==> src/rtl/instruction_fetch_unit.sv <==
// Fetch stage: drives the instruction memory from the fetch PC and queues {pc, instr} pairs for decode.
// One-cycle fetch-to-decode latency; fetch stalls when the buffer is full and decode is not popping.
module instruction_fetch_unit #(
  parameter logic [31:0] RESET_PC   = 32'h0000_0000,
  parameter int          DEPTH      = 2,
  parameter int          IMEM_BYTES = 28
) (
  input  logic        clk_i,
  input  logic        rst_ni,
  output logic [31:0] imem_addr_o,
  input  logic [31:0] imem_instr_i,
  input  logic        redirect_i,
  input  logic [31:0] redirect_pc_i,
  output logic        valid_o,
  input  logic        ready_i,
  output logic [31:0] instr_o,
  output logic [31:0] pc_o,
  output logic        end_o
);

  localparam int          PW      = (DEPTH > 1) ? $clog2(DEPTH) : 1;
  localparam logic [PW:0] DEPTH_C = (PW + 1)'(DEPTH);
  localparam logic [32:0] LIMIT   = 33'(IMEM_BYTES);

  logic [31:0]   fpc;
  logic [PW-1:0] rd_ptr;
  logic [PW-1:0] wr_ptr;
  logic [PW:0]   count;
  logic [31:0]   pc_q    [DEPTH];
  logic [31:0]   instr_q [DEPTH];
  logic          pop;
  logic          push;

  // 33-bit compare so a fetch PC near 2^32 cannot wrap back into range.
  assign end_o       = ({1'b0, fpc} + 33'd4) > LIMIT;
  assign imem_addr_o = fpc;
  assign valid_o     = (count != '0);
  assign pc_o        = pc_q[rd_ptr];
  assign instr_o     = instr_q[rd_ptr];

  assign pop  = valid_o & ready_i;
  assign push = !redirect_i & !end_o & ((count < DEPTH_C) | pop);

  always_ff @(posedge clk_i or negedge rst_ni) begin
    if (!rst_ni) begin
      fpc    <= RESET_PC;
      rd_ptr <= '0;
      wr_ptr <= '0;
      count  <= '0;
      for (int i = 0; i < DEPTH; i++) begin
        pc_q[i]    <= '0;
        instr_q[i] <= '0;
      end
    end else if (redirect_i) begin
      // Any same-cycle pop has already been taken by decode; the rest is dropped.
      fpc    <= redirect_pc_i & ~32'd3;
      rd_ptr <= '0;
      wr_ptr <= '0;
      count  <= '0;
    end else begin
      if (push) begin
        pc_q[wr_ptr]    <= fpc;
        instr_q[wr_ptr] <= imem_instr_i;
        wr_ptr          <= wr_ptr + PW'(1);
        fpc             <= fpc + 32'd4;
      end
      if (pop) begin
        rd_ptr <= rd_ptr + PW'(1);
      end
      if (push && !pop) begin
        count <= count + (PW + 1)'(1);
      end else if (pop && !push) begin
        count <= count - (PW + 1)'(1);
      end
    end
  end

endmodule

==> config.mk <==
export PLATFORM = sky130hd
export DESIGN_NAME = instruction_fetch_unit
export DESIGN_NICKNAME = d
export VERILOG_FILES = /design/src/rtl/instruction_fetch_unit.sv
export SDC_FILE = /design/constraint.sdc
export NUM_CORES = 1
export LEC_CHECK = 0
export BUFFER_PORTS_ARGS = -buffer_cell sky130_fd_sc_hd__buf_2
export CAP_MARGIN = 20
export CORE_MARGIN = 2
export CORE_UTILIZATION = 54
export CTS_CLUSTER_SIZE = 25
export DETAILED_ROUTE_END_ITERATION = 10
export HOLD_SLACK_MARGIN = 0.12
export PLACE_DENSITY = 0.87
export SLEW_MARGIN = 20
export SYNTH_ARGS = -nofsm -noshare
export SYNTH_HDL_FRONTEND = slang
export SYNTH_SLANG_ARGS = --single-unit
export TNS_END_PERCENT = 50
==> constraint.sdc <==
create_clock -name clk_i -period 4.7 [get_ports clk_i]
set_input_delay 0.47 -clock clk_i [delete_from_list [all_inputs] [get_ports clk_i]]
set_output_delay 0.47 -clock clk_i [all_outputs]
set_load 0.01 [all_outputs]
# Word level (Yosys, flattened, before mapping)

Cells that the tools add are included.

Bits in registers: 164
Bits of input ports: 68
Word-level logic and storage cells: 57

$add $sub $neg: 6
Order comparisons: 5
Muxes and demuxes: 19
Bitwise logic cells: 7
Reductions and logical operators: 12

Operators by type and width:

| operator                                                       | number |
|---|---|
| two-way mux 32 bit                                             | 9 |
| bitwise mux 64 bit                                             | 2 |
| adder 32 x 3 -> 33 bit, second input constant                  | 1 |
| greater-than comparator 33 x 5 -> 1 bit, second input constant | 1 |
| adder 32 x 3 -> 32 bit, second input constant                  | 1 |
| demux 32 bit (select 1 bit)                                    | 1 |
| two-way mux 2 bit                                              | 3 |
| nonzero test 2 bit                                             | 3 |
| greater-or-equal comparator 2 bit, second input constant       | 2 |
| zero test 1 bit                                                | 4 |
| two-way mux 1 bit                                              | 4 |
| NOT 1 -> 2 bit                                                 | 2 |
| bitwise AND 1 bit                                              | 3 |
| logical AND 1 bit                                              | 3 |
| nonzero test 3 bit                                             | 1 |
| adder 1 bit, second input constant                             | 2 |
| adder 2 x 1 -> 2 bit, second input constant                    | 1 |
| less-than comparator 2 x 1 -> 1 bit, second input constant     | 1 |
| less-than comparator 2 bit, second input constant              | 1 |
| AND reduction 2 bit                                            | 1 |
| subtractor 2 x 1 -> 2 bit, second input constant               | 1 |
| NOT 1 bit                                                      | 1 |
| bitwise OR 1 bit                                               | 1 |

# Longest topological paths before layout

Gate-level depths: netlist of run 1.

Word-level depth: 10
Gate-level depth with buffers: 13

# Least setup slack after synthesis of run 1

OpenSTA, ideal clock, no wires.

Kind: register to register
Start: reg fpc[3] (netlist: imem_addr_o[3])
End: reg instr_q[33] (netlist bit)
Arrival: 3.746 ns
Setup slack: 0.826 ns
Cell stages (with the launch flop): 13
Buffers on the path: 3
Clock period less this slack: 3.874 ns
Cells stage by stage: dfrtp_1 > ha_1 > clkbuf_1 > nand4_1 > or4_1 > o21ai_1 > o21ai_0 > or4_1 > or3_1 > buf_2 > nor4_4 > buf_4 > mux2_1

Word-level cells in the longest chain between the ends: 6

Ends and longest elaborated chain:

| element                                 | line | text |
|---|---|---|
| from (decl)                             | 25   | `logic [31:0] fpc;` |
| from (signal assigned)                  | 56   | `fpc <= redirect_pc_i & ~32'd3;` |
| from (signal assigned)                  | 65   | `fpc <= fpc + 32'd4;` |
| adder 32 x 3 -> 33 bit                  | 35   | `assign end_o = ({1'b0, fpc} + 33'd4) > LIMIT;` |
| greater-than comparator 33 x 5 -> 1 bit | 35   |  |
| net end_o                               | 18   | `output logic end_o` |
| zero test 1 bit                         | 42   | `assign push = !redirect_i & !end_o & ((count < DEPTH_C) \| pop);` |
| bitwise AND 1 bit (2 in series)         | 42   |  |
| AND reduction 2 bit (no line)           | -    |  |
| to (signal, indexed assignment)         | 63   | `instr_q[wr_ptr] <= imem_instr_i;` |
| to (decl)                               | 30   | `logic [31:0] instr_q [DEPTH];` |

The timed path passes the listed nets, and every way through them passes these cells.
A chain may end at the register's enable or synchronous reset.

# Final worst setup path of run 1

Start: reg fpc[2] (netlist: imem_addr_o[2])
End: reg instr_q[35] (netlist bit)

Word-level cells in the longest chain between the ends: 6

Ends and longest elaborated chain:

| element                                 | line |
|---|---|
| adder 32 x 3 -> 33 bit                  | 35 |
| greater-than comparator 33 x 5 -> 1 bit | 35 |
| zero test 1 bit                         | 42 |
| bitwise AND 1 bit (2 in series)         | 42 |
| AND reduction 2 bit (no line)           | - |

Every way passes these cells.

==> run summary, run 1 <==
Final Non-Filler Cells -> 905
share of cells above drive strength 1 -> 44.86%
Top FF cell, synth -> dfrtp_1
Commonest cells post-synth -> dfrtp_1 (158), mux2_2 (122), mux2_1 (34)
post-synthesis mux area share -> 24.48%
Post-Synth Adder-Cell Area -> 0.3468%
compound-gate portion of the synthesized area -> 3.867%
Layout Skew -> 0.008655 ns
latest clock arrival within the worst-skew pair -> 0.42 ns
largest cells by area after synthesis -> dfrtp_1 (55%), mux2_2 (19%), mux2_1 (5.3%)
Critical-path top delay cell -> or4_1
Hold/Removal Path Class -> in -> async
worst vdd ir -> 214.1 µV
Data arrival, critical path -> 4.55 ns
Net Sw Frac -> 23.58%
1st-pass router iterations -> 7
run status -> completed
RSZ-0062 raised after global routing -> no
Final Hold Vio Count -> 0
family with the most delay on the worst path -> simple AND/OR/NAND/NOR gates
largest family of logic cells by synthesized area -> multiplexers
Post-Synth Simple-Gate Area -> 12.50%
crit-path cells -> ha_1 -> nand4_1 -> or4_1 -> o21ai_1 -> o21ai_0 -> or4_1 -> or3_1 -> nor4_4 -> buf_4 -> mux2_1
Final setup viols -> 0
combinational power share -> 7.2%
Reg power frac -> 47.7%
Cell Int Power -> 2.330 mW
gp weighted congestion -> 0.9197
Residual DRC -> 0
Warnings, synthesis -> 0
critical path required time -> 5.00 ns
Placed Cells -> 873
Max FO, Critical Path -> 29
ys async rst share -> 100.0%
chip height -> 119.6 µm
crit start category -> flop
Synth Register Bits -> 158
IO buf count -> 159
GR Overflow Total -> 0
standard-cell rows -> 42
post-synthesis xor/xnor area fraction -> 1.214%
fmax -> 0.2352 GHz
first-pass GRT wire length -> 25610 µm
Final nets -> 786
Yosys top cell by area -> dfrtp_1
routed wire length -> 15410 µm
DIE AREA -> 14300 µm²
largest net degree at the start of global routing -> 120
Initial Utilization -> 54.92%
Slew Limit Fails -> 0
Die Wd -> 119.6 µm
most instantiated library cell after synthesis -> dfrtp_1
area share of the leading cell type in the synthesized netlist -> 54.79%
GRT Overall Usage -> 22.48%
critical path endpoint category -> flop
DP Worst Slack -> 0.5063 ns
number of synthesized flops with an enable pin -> 0
Period Utilization, post-route -> 90.46%
Post-DP HPWL -> 10480 µm
post-synthesis sequential area ratio -> 54.79%
total number of vias -> 5054
cells resized by post-CTS repair -> 0
Area Overhead vs Synth -> 21.15%
WP buf/inv -> 1
cts bufs inserted -> 17
sw power -> 0.7190 mW
Post-Syn Area -> 7216 µm²
Routed Antenna Nets -> 0
most frequent CP cell -> or4_1
Slew headroom -> 39.76%
PD cells -> 348.8 nW/µm²
CP peak stage delay -> 0.59 ns
CP Class -> reg -> reg
initial antenna violation count -> 0
clock share of power -> 45.1%
vias in the first global route -> 5246
Final min period -> 4.251 ns
core area -> 13140 µm²
DR iter-0 viols -> 526
htree depth -> 4
Top-Level Pins -> 166
Total Negative Setup Slacks -> 0 ns
DR vias/cell -> 5.585
clk buf depth -> 2
Leakage -> 4.490 nW
CTS tree -> done
Sink Count -> 158
Post-CTS Setup Repair Bufs -> 0
syn avg cell area -> 12.82 µm²
CTS clk-pin slew, worst paths -> 0.06 ns
hold_buf cts -> 0
Root Driver -> clkbuf_16
maxcap violations -> 0
final setup margin -> 0.4486 ns
Syn Inst Count -> 563
ANT cells -> 0
Yosys cell types -> 55
routed len/inst -> 17.03 µm
Tightest Pin Transition -> 0.9036 ns
[worst paths after layout]
kind                                   to             start  depth (start not counted)  slack (ns)
max                           instr_q[35]    imem_addr_o[2]                         10        0.45
min                           instr_q[49]            rst_ni                          1        0.18
max reg2reg                   instr_q[35]    imem_addr_o[2]                         10        0.45
min reg2reg                       pc_q[9]           pc_q[9]                          1        0.48
max in group asynchronous         pc_q[4]            rst_ni                          2        3.44
min in group clk_i         imem_addr_o[2]  redirect_pc_i[2]                          3        0.27
[logic make-up (layout without fill, tap and decap cells)]
kind of cell / count (synthesis) / after routing
AOI/OAI and AO/OA: 40 / 40
xor gates and xnor gates: 10 / 10
buffers and inverters: 43 / 206
muxes: 157 / 157
DFF: 158 / 158
and+or+nand+nor: 152 / 152
adders and majority gates: 2 / 2
other: 1 / 4
[metrics by stage]
step	hold slack (ns)	instance area [µm²]	power (mW)	util, %
after floorplan	0.1744	7227	1.580	-
after global placement	0.4624	8139	1.685	61.95
after detailed placement	0.4662	8139	1.699	61.95
after CTS	0.2579	8740	3.076	66.52
after global routing	0.2625	8742	3.169	66.54
final	0.1828	8742	3.049	66.54
[final cells by class]
cell class              instances  area (µm²)
clock buffers                  21       470.5
clock inverters                11       130.1
fillers                       952        4395
inverters                       7       26.28
multi-input cells             365        3075
flip-flops and latches        158        3955
well taps                     176       220.2
repair buffers                167       864.6
[state kept, by name, summed over array words and instances, names as in the netlist]
signal and count:
instr_q 64, pc_q 60, wr_ptr 1, rd_ptr 1, imem_addr_o 30, count 2
[cell usage in the layout (no fill, tap or decap), types with 7 or more instances in the layout]
cell and n:
mux2_2 122, nand4_1 11, mux2_1 34, nor2_1 13
dfrtp_1 157, nand2_1 16, nand3_1 16, nor3_1 7
o21ai_0 12, inv_1 7, buf_4 8, nor2b_1 30
and2_1 28, buf_2 158, clkbuf_16 17
[power groups by stage]
stage	clock network, mW	logic, mW	registers [mW]
after floorplan	0	0.113	1.47
after global placement	0	0.213	1.47
after detailed placement	0	0.221	1.48
after CTS	1.40	0.222	1.45
after global routing	1.46	0.245	1.46
final	1.37	0.220	1.45
[layer usage]
layer	vias up	global-route usage [%]	wire (µm)
li1	2318	-	-
met5	-	0	0
met2	170	38.14	8005
met4	0	8.750	298
met3	25	4.800	754
met1	2541	28.27	6355
No activity file was read; power rests on OpenSTA's default activity.
==> run 2: changes to the inputs <==
- RECOVER_POWER: unset -> 100
- clock period: 4.7 -> 4.8 ns (I/O delays scaled with it)
==> run 2 against run 1 <==
Effect of this change: the flow now finishes with violations (capacitance limit, slew limit); clock skew is 0.0051 ns higher; final area is 1.9% lower; count of clock-buffer cells in the layout is 4 lower; register-to-register slack worse by 0.10 ns; combinational power is 6% lower; sequential cell count stayed put; die area stayed put; first-iteration DRC count is 22% lower; clock power is 4% lower; critical path depth stayed put; critical path type unchanged; largest cell class unchanged; highest routed layer unchanged.
==> run summary, run 2 (synthesized netlist as in run 1, its figures left out) <==
run status -> complete, but fails checks
failing checks -> capacitance limit, slew limit
CP Class -> reg -> reg
Residual DRC -> 0
htree depth -> 4
Initial Utilization -> 54.92%
Period Utilization, post-route -> 92.82%
routed len/inst -> 17.41 µm
DIE AREA -> 14300 µm²
ANT cells -> 0
Leakage -> 4.112 nW
standard-cell rows -> 42
Net Sw Frac -> 25.58%
Hold Startpoint -> redirect_pc_i[14]
latest clock arrival within the worst-skew pair -> 0.42 ns
critical path endpoint category -> flop
Hold Slack -> 0.2783 ns
share of cells above drive strength 1 -> 31.64%
GRT Overall Usage -> 23.15%
Hold Path End -> imem_addr_o[14]
RSZ-0062 raised after global routing -> no
Final Hold Vio Count -> 0
worst vdd ir -> 193.5 µV
Layout Skew -> 0.01380 ns
Final setup viols -> 0
Die Wd -> 119.6 µm
Hold/Removal Path Class -> in -> reg
IO buf count -> 159
Pwr Total -> 2.943 mW
Sink Count -> 158
R2R Setup Slk -> 0.34 ns
critical path required time -> 5.10 ns
clk buf depth -> 2
Reg2Reg Depth -> 10
clock share of power -> 44.5%
Reg power frac -> 48.4%
Routed Antenna Nets -> 0
Root Driver -> clkbuf_16
Final Non-Filler Cells -> 903
Most flops, register -> instr_q
Tightest Pin Transition -> 2.511 ns
combinational power share -> 7.0%
commonest non-fill, non-tap cell in the layout -> dfrtp_1
gp weighted congestion -> 0.9022
Area Overhead vs Synth -> 18.80%
cts bufs inserted -> 17
most frequent cells in the layout -> dfrtp_1 (158), mux2_2 (120), clkbuf_1 (92), buf_2 (67), mux2_1 (36)
Placed Cells -> 871
1st-pass router iterations -> 4
Final min period -> 4.455 ns
routed wire length -> 15720 µm
Top-Level Pins -> 166
DR iter-0 viols -> 409
Max FO, Critical Path -> 23
FF-to-FF End -> instr_q[47]
Largest register FFs -> 64
WHS Path Cells -> 3
CTS clk-pin slew, worst paths -> 0.06 ns
maxcap violations -> 3
DR vias/cell -> 5.590
r2r startpoint -> imem_addr_o[2]
first-pass GRT wire length -> 26240 µm
core area -> 13140 µm²
Final nets -> 784
Post-DP HPWL -> 10500 µm
initial antenna violation count -> 0
chip height -> 119.6 µm
hold_buf cts -> 0
total number of vias -> 5048
sw power -> 0.7529 mW
Cell Int Power -> 2.190 mW
GR Overflow Total -> 0
Slew Limit Fails -> 202
cells resized by post-CTS repair -> 0
PD cells -> 343.3 nW/µm²
largest net degree at the start of global routing -> 107
Data arrival, critical path -> 4.75 ns
fmax -> 0.2245 GHz
vias in the first global route -> 5338
crit start category -> flop
CTS tree -> done
Total Negative Setup Slacks -> 0 ns
Post-CTS Setup Repair Bufs -> 0
Slew headroom -> -67.43%
## run 2: cell types whose count changed in the layout (fill, tap and decap cells not counted), sizes merged
| cell | change |
|---|---|
| buf | -96 |
| bufinv | -1 |
| clkbuf | +90 |
| clkinv | +4 |
| clkinvlp | -1 |
| inv | +2 |
## run 2: layout make-up
type | count | area (µm²)
Multi-Input combinational cell | 365 | 3070
Inverter | 7 | 26.28
Tap cell | 176 | 220.2
Timing Repair Buffer | 165 | 718.2
Clock inverter | 15 | 157.7
Fill cell | 1014 | 4566
Clock buffer | 17 | 425.4
Sequential cell | 158 | 3954
## run 2: layer usage
metal / vias to the layer above / wire length, µm / global-route usage [%]
li1: 2305 / - / -
met1: 2511 / 6502 / 28.85
met2: 192 / 7880 / 38.71
met3: 40 / 893 / 5.181
met4: 0 / 447 / 10.44
met5: - / 0 / 0
## run 2: power by group through the flow
| stage | Combinational, mW | Sequential [mW] | Clock (mW) |
|---|---|---|---|
| 2_1_floorplan | 0.111 | 1.44 | 0 |
| 3_3_place_gp | 0.208 | 1.44 | 0 |
| 3_5_place_dp | 0.217 | 1.45 | 0 |
| 4_1_cts | 0.219 | 1.42 | 1.33 |
| 5_1_grt | 0.232 | 1.43 | 1.40 |
| 6_report | 0.207 | 1.43 | 1.31 |
## run 2: critical path, stage by stage, from the launching register on
cell      delay [ns]
dfrtp_1         0.59
ha_1            0.37
nand4_1         0.27
or4_1           0.53
o21ai_1         0.16
o21ai_0         0.09
or4_1           0.59
or3_1           0.50
nor4_4          0.27
clkbuf_2        0.57
mux2_1          0.40
## run 2: worst max path at each step
| stage | slack (ns) | endpoint | startpoint | cells past startpoint |
|---|---|---|---|---|
| final | 0.34 | instr_q[47] | imem_addr_o[2] | 10 |
| after global routing | 0.13 | instr_q[63] | imem_addr_o[2] | 10 |
| after CTS | 0.50 | instr_q[41] | imem_addr_o[2] | 10 |
| after detailed placement | 0.55 | instr_q[41] | imem_addr_o[2] | 10 |
| after global placement | 0.64 | instr_q[32] | imem_addr_o[2] | 10 |
| after floorplan | 0.93 | instr_q[33] | imem_addr_o[3] | 12 |
## run 2: metrics by stage
stage	cell area, µm²	setup slack (ns)	util [%]
global placement	8124	0.6405	61.84
detailed placement	8124	0.5542	61.84
floorplan	7227	0.9261	-
CTS	8707	0.4958	66.28
finish	8572	0.3448	65.25
global route	8572	0.1258	65.25
==> run 3: changes to the inputs <==
- CORE_UTILIZATION: 54 -> 45
- PLACE_DENSITY: 0.87 -> 0.78
- clock period: 4.8 -> 3.9 ns (I/O delays scaled with it)
==> run 3 against run 2 <==
Effect of this change: hold slack worse by 0.096 ns; utilization down 9.7 points; sequential cell count unchanged; die area up 19%; the run still ends with capacitance limit, slew limit left.
==> run summary, run 3 (synthesized netlist as in run 1, its figures left out) <==
initial antenna violation count -> 0
Total Negative Setup Slacks -> 0 ns
Layout Skew -> 0.007181 ns
Post-DP HPWL -> 10770 µm
Largest register FFs -> 64
first-pass GRT wire length -> 25760 µm
run status -> complete, but fails checks
Top-Level Pins -> 166
commonest non-fill, non-tap cell in the layout -> dfrtp_1
Area Overhead vs Synth -> 21.33%
CP Class -> reg -> reg
routed wire length -> 15940 µm
WHS Path Cells -> 3
fmax -> 0.2661 GHz
Slew Limit Fails -> 90
Final setup viols -> 0
DR vias/cell -> 5.304
Routed Antenna Nets -> 0
Hold/Removal Path Class -> in -> reg
1st-pass router iterations -> 5
DR iter-0 viols -> 267
CTS tree -> done
latest clock arrival within the worst-skew pair -> 0.42 ns
DIE AREA -> 17060 µm²
Root Driver -> clkbuf_16
Leakage -> 4.205 nW
GR Overflow Total -> 0
largest net degree at the start of global routing -> 90
CTS clk-pin slew, worst paths -> 0.07 ns
Residual DRC -> 0
Period Utilization, post-route -> 96.34%
Data arrival, critical path -> 4.06 ns
chip height -> 130.6 µm
htree depth -> 4
standard-cell rows -> 46
total number of vias -> 5076
Final min period -> 3.757 ns
r2r startpoint -> imem_addr_o[11]
Most flops, register -> instr_q
Final Hold Vio Count -> 0
Slew headroom -> -42.77%
maxcap violations -> 1
Max FO, Critical Path -> 42
PD cells -> 421.5 nW/µm²
Reg2Reg Depth -> 9
critical path endpoint category -> flop
Tightest Pin Transition -> 2.141 ns
worst vdd ir -> 302.2 µV
crit start category -> flop
critical path required time -> 4.20 ns
Die Wd -> 130.6 µm
Final nets -> 798
Hold Startpoint -> redirect_pc_i[14]
gp weighted congestion -> 0.9267
fill cell count -> 1365
core area -> 15770 µm²
IO buf count -> 159
failing checks -> capacitance limit, slew limit
R2R Setup Slk -> 0.14 ns
vias in the first global route -> 5144
ANT cells -> 0
Sink Count -> 158
cts bufs inserted -> 17
Hold Path End -> imem_addr_o[14]
most frequent cells in the layout -> dfrtp_1 (158), mux2_2 (122), clkbuf_1 (91), buf_2 (73), mux2_1 (34)
clk buf depth -> 2
RSZ-0062 raised after global routing -> no
FF-to-FF End -> instr_q[58]
share of cells above drive strength 1 -> 33.20%
Pwr Total -> 3.690 mW
GRT Overall Usage -> 19.22%
routed len/inst -> 16.65 µm
Initial Utilization -> 45.76%
==> run 3: cell type report <==
| class | count | area [µm²] | area share, % |
|---|---|---|---|
| multi-input combinational | 365 | 3079 | 35.17 |
| inverter | 7 | 26.28 | 0.3001 |
| clock buffer | 17 | 425.4 | 4.859 |
| tap | 216 | 270.3 | 3.087 |
| clock inverter | 15 | 168.9 | 1.929 |
| timing repair buffer | 179 | 830.8 | 9.490 |
| sequential | 158 | 3954 | 45.16 |
==> run 3: worst max path at each step <==
stage	from	endpoint	slack [ns]
after floorplan	imem_addr_o[3]	instr_q[33]	0.03
after global placement	imem_addr_o[2]	instr_q[63]	0.18
after detailed placement	imem_addr_o[3]	instr_q[44]	0.16
after CTS	imem_addr_o[3]	instr_q[44]	0.10
after global routing	imem_addr_o[3]	instr_q[36]	0.02
final	imem_addr_o[11]	instr_q[58]	0.14
==> run 3: routing by layer <==
layer | global-route usage [%] | wire length (µm) | vias up
met1 | 24.74 | 6863 | 2549
met2 | 31.28 | 7648 | 176
li1 | - | - | 2321
met4 | 7.635 | 338 | 0
met5 | 0 | 0 | -
met3 | 4.967 | 1084 | 30
==> run 3: metrics by stage <==
step	setup slack, ns	hold WS [ns]	std cells	util, %	area (µm²)
6_report	0.1426	0.1827	957	55.51	8755
3_3_place_gp	0.1832	0.4625	922	52.67	8307
4_1_cts	0.1012	0.1640	955	56.51	8911
3_5_place_dp	0.1621	0.4662	922	52.67	8307
5_1_grt	0.02433	0.1868	957	55.51	8755
2_1_floorplan	0.02608	0.09441	566	-	7227
==> run 3: critical path, cell delays in order (launching register included) <==
cell	delay [ns]
dfrtp_1	0.48
nand3_1	0.25
or4_1	0.62
o21ai_1	0.15
o21ai_0	0.09
or4_1	0.58
or3_1	0.45
nor4_4	0.34
buf_12	0.26
mux2_1	0.37
==> run 3: repair_timing <==
action	in CTS	in global routing
buffers inserted	0	2
gates resized for setup	0	2
setup endpoints to repair	0	36
hold buffers	1	0
hold endpoints to repair	88	0
==> run 3: report_power, final <==
group          leakage, nW  internal (mW)  total [mW]  switching, mW
sequential            2.13           1.68        1.74         0.0581
combinational         1.79          0.122       0.284          0.162
clock                0.290          0.916        1.67          0.751
total                 4.20           2.72        3.69          0.972
